==> src/rtl/hex_step_counter.sv <==
// Button-stepped up/down counter with switch load, wrap/saturate limits and a hex readout.
// Optional key debounce is enabled by defining KEY_DEBOUNCE_EN.
module hex_step_counter #(
    parameter int unsigned CNT_W           = 16,
    parameter int unsigned SW_W            = 10,
    parameter bit          SATURATE        = 1'b0,
    parameter int unsigned DEBOUNCE_CYCLES = 1000000
) (
    input  logic                        clk100_i,
    input  logic                        rst_i,
    input  logic [SW_W-1:0]             sw_i,
    input  logic [1:0]                  key_i,
    input  logic                        dir_i,
    output logic [SW_W-1:0]             ledr_o,
    output logic [CNT_W-1:0]            cnt_o,
    output logic                        wrap_o,
    output logic [7*(CNT_W/4)-1:0]      hex_o
);

    localparam int unsigned NUM_DIGITS = CNT_W / 4;
    localparam logic [CNT_W-1:0] CNT_MAX = '1;

    if ((CNT_W % 4) != 0 || CNT_W == 0 || DEBOUNCE_CYCLES == 0) begin : g_param_check
        $error("hex_step_counter: CNT_W must be a non-zero multiple of 4 and DEBOUNCE_CYCLES non-zero");
    end

    logic [1:0] w_press;

    // Per key: 3-FF synchroniser on the inverted (active-high) key, then edge or debounced edge.
    for (genvar n = 0; n < 2; n++) begin : g_key
        logic [2:0] r_sync;

        always_ff @(posedge clk100_i) begin
            if (rst_i) begin
                r_sync <= '0;
            end else begin
                r_sync <= {r_sync[1:0], ~key_i[n]};
            end
        end

`ifdef KEY_DEBOUNCE_EN
        localparam int unsigned DB_W = (DEBOUNCE_CYCLES > 1) ? $clog2(DEBOUNCE_CYCLES) : 1;
        localparam logic [DB_W-1:0] DB_LAST = DB_W'(DEBOUNCE_CYCLES - 1);

        logic            r_acc;
        logic [DB_W-1:0] r_db_cnt;
        logic            w_differ;

        assign w_differ = r_sync[2] ^ r_acc;

        // Accepted level follows the synchronised level only after a full run of disagreement.
        always_ff @(posedge clk100_i) begin
            if (rst_i) begin
                r_acc    <= 1'b0;
                r_db_cnt <= '0;
            end else if (!w_differ) begin
                r_db_cnt <= '0;
            end else if (r_db_cnt == DB_LAST) begin
                r_acc    <= r_sync[2];
                r_db_cnt <= '0;
            end else begin
                r_db_cnt <= r_db_cnt + DB_W'(1);
            end
        end

        assign w_press[n] = w_differ && (r_db_cnt == DB_LAST) && r_sync[2];
`else
        assign w_press[n] = r_sync[1] & ~r_sync[2];
`endif
    end

    logic [CNT_W-1:0] r_cnt;
    logic [CNT_W-1:0] w_cnt_nxt;
    logic [SW_W-1:0]  r_ledr;
    logic [SW_W-1:0]  w_ledr_nxt;
    logic             r_wrap;
    logic             w_wrap_nxt;

    // Load has priority over step; limit events either wrap or hold.
    always_comb begin
        w_cnt_nxt  = r_cnt;
        w_ledr_nxt = r_ledr;
        w_wrap_nxt = 1'b0;
        if (w_press[1]) begin
            w_cnt_nxt  = CNT_W'(sw_i);
            w_ledr_nxt = sw_i;
        end else if (w_press[0]) begin
            if (dir_i) begin
                if (r_cnt == CNT_MAX) begin
                    w_wrap_nxt = 1'b1;
                    w_cnt_nxt  = SATURATE ? CNT_MAX : '0;
                end else begin
                    w_cnt_nxt = r_cnt + CNT_W'(1);
                end
            end else begin
                if (r_cnt == '0) begin
                    w_wrap_nxt = 1'b1;
                    w_cnt_nxt  = SATURATE ? '0 : CNT_MAX;
                end else begin
                    w_cnt_nxt = r_cnt - CNT_W'(1);
                end
            end
        end
    end

    always_ff @(posedge clk100_i) begin
        if (rst_i) begin
            r_cnt  <= '0;
            r_ledr <= '0;
            r_wrap <= 1'b0;
        end else begin
            r_cnt  <= w_cnt_nxt;
            r_ledr <= w_ledr_nxt;
            r_wrap <= w_wrap_nxt;
        end
    end

    assign cnt_o  = r_cnt;
    assign ledr_o = r_ledr;
    assign wrap_o = r_wrap;

    function automatic logic [6:0] seg7(input logic [3:0] v);
        seg7 = 7'h7F;
        case (v)
            4'h0: seg7 = 7'h40;
            4'h1: seg7 = 7'h79;
            4'h2: seg7 = 7'h24;
            4'h3: seg7 = 7'h30;
            4'h4: seg7 = 7'h19;
            4'h5: seg7 = 7'h12;
            4'h6: seg7 = 7'h02;
            4'h7: seg7 = 7'h78;
            4'h8: seg7 = 7'h00;
            4'h9: seg7 = 7'h10;
            4'hA: seg7 = 7'h08;
            4'hB: seg7 = 7'h03;
            4'hC: seg7 = 7'h46;
            4'hD: seg7 = 7'h21;
            4'hE: seg7 = 7'h06;
            4'hF: seg7 = 7'h0E;
            default: seg7 = 7'h7F;
        endcase
    endfunction

    for (genvar k = 0; k < NUM_DIGITS; k++) begin : g_digit
        assign hex_o[7*k +: 7] = seg7(r_cnt[4*k +: 4]);
    end

endmodule
==> config.mk <==
export PLATFORM = sky130hd
export DESIGN_NAME = hex_step_counter
export DESIGN_NICKNAME = d
export VERILOG_FILES = /design/src/rtl/hex_step_counter.sv
export SDC_FILE = /design/constraint.sdc
export NUM_CORES = 1
export LEC_CHECK = 0
export CAP_MARGIN = 20
export CORE_UTILIZATION = 57
export CTS_CLUSTER_SIZE = 16
export DETAILED_ROUTE_END_ITERATION = 7
export GPL_TIMING_DRIVEN = 0
export PLACE_DENSITY = 0.86
export REMOVE_ABC_BUFFERS = 1
export SLEW_MARGIN = 20
export SYNTH_ARGS = -nofsm -noshare
export SYNTH_HDL_FRONTEND = slang
export SYNTH_SLANG_ARGS = --single-unit
==> constraint.sdc <==
create_clock -name clk100_i -period 7.4 [get_ports clk100_i]
set_clock_uncertainty 0.1 [all_clocks]
set_input_delay 1.48 -clock clk100_i [delete_from_list [all_inputs] [get_ports clk100_i]]
set_output_delay 1.48 -clock clk100_i [all_outputs]
set_load 0.02 [all_outputs]
==> impl_metrics.py, run 1 <==
metrics = {
    "power_and_ir_drop": {
        "total_power_mw": 0.785,
        "power_density_nw_per_um2": 178,
        "p_leak_nw": 1.61,
        "ir_drop_uv": 101,
    },
    "timing": {
        "setup_viol": 0,
        "post-route-period-util_pct": 73.0,
        "rsz0062_at_grt": "false",
        "hold-worst-slack_ns": 0.348,
        "slew_headroom_pct": 33.7,
        "fin_crit_ns": 5.41,
        "tightest_slew_ns": 0.992,
        "fin_tns_setup_ns": 0,
        "timing.final.ws_setup_ns": 1.99,
        "fmax_mhz": 185,
        "final_hold_viol_count": 0,
        "slew_violations": 0,
    },
    "global_route": {
        "gr-total-overflow": 0,
        "grt_pass1_wl_um": 15400,
        "first_global_vias": 3261,
        "antenna_found_initial": 0,
        "grt_start_max_net_pins": 33,
        "gr-usage-all-layers_pct": 29.4,
    },
    "logic_synthesis": {
        "ys.flop_type": "dfxtp_1",
        "postSynthAreaPerCell_um2": 8.13,
        "netlist_instances": 450,
        "synth-edff-count": 0,
        "ys_types": 78,
        "yosysSeqAreaShare_pct": 29.6,
        "ys_seq_elements": 54,
        "yosysWarnings": 0,
        "synthArstFlopShare_pct": 0,
        "syn_area_um2": 3660,
    },
    "worst_setup_path": {
        "critPathArrivalTime_ns": 5.54,
        "cp.buffers_inverters": 4,
        "startpoint_type": "primary input",
        "critical-path-top-delay-family": "buffers and inverters",
        "cp_max_fo": 21,
        "regToRegSetupSlack_ns": 3.10,
        "cpMostUsedCell": "inv_1",
        "critPathCaptureType": "flop",
        "crit_chain": "clkdlybuf4s50_1, inv_1, nor3_1, a22oi_1, nand2_1, a31oi_1, and2_1, inv_1, ha_1, inv_1, a2111oi_0, a21oi_1, o211ai_1",
        "crit_type": "primary input to flop",
        "slowest_stage": "clkdlybuf4s50_1",
        "slowest_delay_ns": 1.07,
        "crit_required_ns": 7.53,
    },
    "placement": {
        "port_buffers": 69,
        "placed_cells": 564,
        "gp_congestion": 0.937,
        "dpl.hpwl_um": 6850,
        "place_ws_ns": 1.94,
    },
    "final_layout": {
        "final_common_cell": "clkdlybuf4s50_1",
        "instances_no_fill": 572,
        "area.growth.synth_to_final_pct": 20.3,
        "layout_common_cells": "clkdlybuf4s50_1, dfxtp_1, nand2_1",
        "n_fill_cell": 477,
        "nets": 536,
        "num_antenna_cells": 0,
        "drive_above_1_share_pct": 5.43,
    },
    "die": {
        "dieWidth_um": 82.1,
        "fp-row-count": 28,
        "io-pin-count": 70,
        "core_area_um2": 6060,
        "die_h_um": 82.1,
        "initial_utilization_pct": 60.3,
        "die-area_um2": 6740,
    },
    "cts": {
        "cts-buffers-inserted": 5,
        "clockBufferDepth": 2,
        "path_clk_slew_ns": 0.10,
        "cts_root_buffer": "clkbuf_8",
        "cts_sinks": 54,
        "ctsHoldBuffers": 0,
        "cts_htree_levels": 2,
        "clk_latency_ns": 0.31,
        "cts_setup_buffers": 0,
        "ctsResizeCount": 0,
        "cts_tree": "built",
    },
    "worst_hold_path": {
        "holdCritPathClass": "flop to flop",
    },
    "routing": {
        "antenna_left": 0,
        "routedWlPerCell_um": 16.9,
        "avgViaCountPerCell": 6.52,
        "first_pass_iters": 6,
        "vias": 3728,
        "finalWirelength_um": 9670,
        "drt-initial-drc-count": 501,
        "drc": 0,
    },
    "run_status": {
        "status": "finished clean",
    },
    "run": {
        "maxCapViolCount": 0,
    },
}
[state kept, by name (all words and copies together), names as in the netlist]
name and flops:
cnt_o 16, g_key.r_sync 6, wrap_o 1, ledr_o 10
hex_o 21
[report_power, final]
| group | leakage (nW) | total (mW) | internal (mW) | switching, mW |
|---|---|---|---|---|
| clock | 0.0514 | 0.199 | 0.101 | 0.0977 |
| combinational | 1.12 | 0.251 | 0.108 | 0.143 |
| sequential | 0.442 | 0.335 | 0.311 | 0.0240 |
| total | 1.61 | 0.785 | 0.520 | 0.265 |
[cell families after synthesis]
family	after synthesis	synth area share [%]
and+or+nand+nor	159	23.0
buffers and inverters	56	6.77
xor gates and xnor gates	6	1.44
AOI/OAI and AO/OA	129	24.5
adders and majority gates	25	8.55
DFF	54	29.6
muxes	21	6.16
[through the flow]
| step | utilization (%) | cell area [µm²] |
|---|---|---|
| final | 72.6 | 4400 |
| after detailed placement | 70.9 | 4290 |
| after floorplan | - | 3510 |
| after CTS | 72.7 | 4400 |
| after global placement | 70.8 | 4290 |
| after global routing | 72.6 | 4400 |
[synthesized netlist by cell type, types with 3 or more instances]
library cell	instances	area, µm²
and3_1	3	18.8
a21oi_1	37	185
buf_1	3	11.3
dfxtp_1	54	1080
a31oi_1	10	62.6
nand2_1	45	169
nor4_1	5	31.3
buf_2	9	45.0
nor2b_1	7	43.8
o211ai_1	8	60.1
nor3_1	8	40.0
o31a_1	3	26.3
xnor2_1	4	35.0
a22oi_1	3	22.5
o21ai_0	12	60.1
mux2i_1	18	180
or3_1	3	18.8
o31ai_1	8	60.1
o22ai_1	4	25.0
ha_1	25	313
inv_1	24	90.1
a22o_1	4	35.0
nand2b_1	5	31.3
and2_1	4	25.0
clkbuf_1	13	48.8
buf_4	3	22.5
a211oi_1	3	22.5
and4_1	3	26.3
o21ai_1	5	25.0
nand3_1	12	60.1
nand4_1	8	50.1
nor2_1	38	143
[layout make-up]
type / instances / area (µm²) / area share, %
Clock buffer: 6 / 72.6 / 1.65
Inverter: 26 / 97.6 / 2.22
Sequential cell: 54 / 1080 / 24.6
Clock inverter: 2 / 37.5 / 0.853
Timing Repair Buffer: 69 / 686 / 15.6
Tap cell: 75 / 93.8 / 2.13
Multi-Input combinational cell: 340 / 2330 / 53.0
[per-layer routing]
| layer | share of wire, % | routed length, µm | global-route usage (%) | vias up |
|---|---|---|---|---|
| met5 | 0 | 0 | 0 | - |
| met4 | 1.8 | 170 | 9.82 | 0 |
| met3 | 10 | 981 | 5.60 | 22 |
| met2 | 45 | 4370 | 46.4 | 226 |
| met1 | 43 | 4150 | 40.0 | 1741 |
| li1 | - | - | - | 1739 |
[final timing paths]
check	endpoint	depth (start not counted)	from
min	g_key[1].r_sync[1]	1	g_key[1].r_sync[0]
max	hex_o[7]	13	dir_i
max reg2reg	hex_o[10]	12	cnt_o[8]
min reg2reg	g_key[1].r_sync[1]	1	g_key[1].r_sync[0]
Note: power is estimated with default switching activity, not from simulation.
==> run 2, diff against run 1 <==
Settings changed: CORE_UTILIZATION 57 to 48, PLACE_DENSITY 0.86 to 0.78.
Clock period 7.4 ns to 4.53 ns, I/O delays scaled along.
==> run 2 against run 1 <==
Utilization fell by 12 points. Hold slack got worse by 0.0040 ns. Count of clock-buffer cells in the layout stayed put. Register-to-register slack worse by 2.7 ns. Die area increased by 18%. Sequential share of layout area shrank 0.26 points. Largest cell class unchanged. Largest power group unchanged.
==> impl_metrics.py, run 2 (synthesis gave the netlist of run 1 again) <==
metrics = {
    "run_status": {
        "status": "finished clean",
    },
    "power_and_ir_drop": {
        "total_power_mw": 1.28,
        "power_density_nw_per_um2": 288,
        "ir_drop_uv": 205,
        "p_leak_nw": 1.63,
    },
    "die": {
        "initial_utilization_pct": 50.2,
        "core_area_um2": 7290,
        "fp-row-count": 31,
        "dieWidth_um": 89.3,
        "die-area_um2": 7970,
        "io-pin-count": 70,
        "die_h_um": 89.3,
    },
    "cts": {
        "cts_tree": "built",
        "cts_sinks": 54,
        "cts_root_buffer": "clkbuf_8",
        "path_clk_slew_ns": 0.09,
        "cts-buffers-inserted": 5,
        "cts_htree_levels": 2,
        "clockBufferDepth": 2,
        "cts_setup_buffers": 0,
        "clk_latency_ns": 0.30,
    },
    "placement": {
        "dpl-instance-area_um2": 4320,
        "dpl.hpwl_um": 6820,
        "port_buffers": 69,
        "gp_congestion": 0.923,
    },
    "worst_setup_path": {
        "startpoint_type": "primary input",
        "critPathCaptureType": "flop",
        "r2r_cells": 12,
        "regToRegSetupSlack_ns": 0.42,
        "crit_type": "primary input to flop",
        "crit_required_ns": 4.65,
        "slowest_delay_ns": 0.67,
        "r2r_start": "cnt_o[8]",
        "critical-path-top-delay-family": "buffers and inverters",
        "cp_max_fo": 21,
        "crit_chain": "dlymetal6s2s_1, inv_1, nor3_1, a22oi_1, nand2_1, a31oi_1, and2_1, inv_1, ha_1, inv_1, a2111oi_0, a21oi_1, o211ai_1",
        "worstSetupStartpoint": "dir_i",
        "cpMostUsedCell": "inv_1",
        "cp.buffers_inverters": 4,
        "slowest_stage": "dlymetal6s2s_1",
        "cp.depth": 13,
        "critPathArrivalTime_ns": 4.43,
    },
    "timing": {
        "fin_crit_ns": 4.30,
        "slew_violations": 0,
        "slew_headroom_pct": 27.2,
        "tightest_slew_ns": 1.09,
        "setup_viol": 0,
        "fin_tns_setup_ns": 0,
        "fmax_mhz": 232,
        "final_hold_viol_count": 0,
        "hold-worst-slack_ns": 0.344,
        "rsz0062_at_grt": "false",
        "post-route-period-util_pct": 95.0,
    },
    "final_layout": {
        "num_antenna_cells": 0,
        "drive_above_1_share_pct": 5.44,
        "nets": 536,
        "final_common_cell": "clkdlybuf4s50_1",
        "layout_common_cells": "clkdlybuf4s50_1, dfxtp_1, nand2_1",
        "final_area_um2": 4450,
        "largest_register_ffs": 21,
        "area.growth.synth_to_final_pct": 21.6,
    },
    "routing": {
        "finalWirelength_um": 9560,
        "antenna_left": 0,
        "drc": 0,
        "first_pass_iters": 6,
        "avgViaCountPerCell": 6.04,
        "drt-initial-drc-count": 371,
        "routedWlPerCell_um": 16.1,
        "vias": 3594,
    },
    "global_route": {
        "gr-total-overflow": 0,
        "grt_pass1_wl_um": 15300,
        "antenna_found_initial": 0,
        "first_global_vias": 3091,
        "grt_start_max_net_pins": 33,
        "gr-usage-all-layers_pct": 24.6,
    },
    "worst_hold_path": {
        "hold_depth": 1,
        "hold_start": "g_key[1].r_sync[0]",
        "holdCritPathClass": "flop to flop",
    },
    "run": {
        "maxCapViolCount": 0,
    },
}
run 2: cell count changes in the layout (fill, tap and decap cells not counted):
cell,previous run,this run
a41oi_2,1,0
a41oi_4,0,1
clkbuf_1,1,0
clkbuf_8,5,6
clkdlybuf4s50_1,68,67
clkinvlp_4,1,0
dlymetal6s2s_1,0,1
run 2: path summary, 6_finish.rpt:
path / to
max: hex_o[7]
min: g_key[1].r_sync[1]
max reg2reg: hex_o[10]
min reg2reg: g_key[1].r_sync[1]
run 2: power breakdown:
| group | switching (mW) | leakage, nW | internal, mW |
|---|---|---|---|
| sequential | 0.0378 | 0.442 | 0.507 |
| clock | 0.149 | 0.0573 | 0.177 |
| combinational | 0.234 | 1.13 | 0.178 |
run 2: through the flow:
| step | utilization, % | std cells | setup slack [ns] |
|---|---|---|---|
| 2_1_floorplan | - | 420 | 0.962 |
| 3_3_place_gp | 59.3 | 588 | -0.255 |
| 4_1_cts | 60.8 | 595 | 0.0554 |
| 3_5_place_dp | 59.3 | 588 | -0.272 |
| 5_1_grt | 61.0 | 595 | 0.106 |
| 6_report | 61.0 | 595 | 0.226 |
run 2: repair_timing:
item / in CTS / in global routing
hold buffers: 0 / 0
resized for setup: 0 / 2
endpoints found under the setup margin: 0 / 6
run 2: cell type report:
class	instances	area, µm²
clock buffer	6	82.6
timing repair buffer	69	688
sequential	54	1080
multi-input combinational	340	2340
tap	99	124
clock inverter	1	30.0
inverter	26	97.6
fill	679	2850
run 2: metal layers:
metal  track usage [%]  share of wire (%)
met1              36.3                 46
met2              36.6                 44
met3              3.88                7.6
met4              7.22                2.1
met5                 0                  0
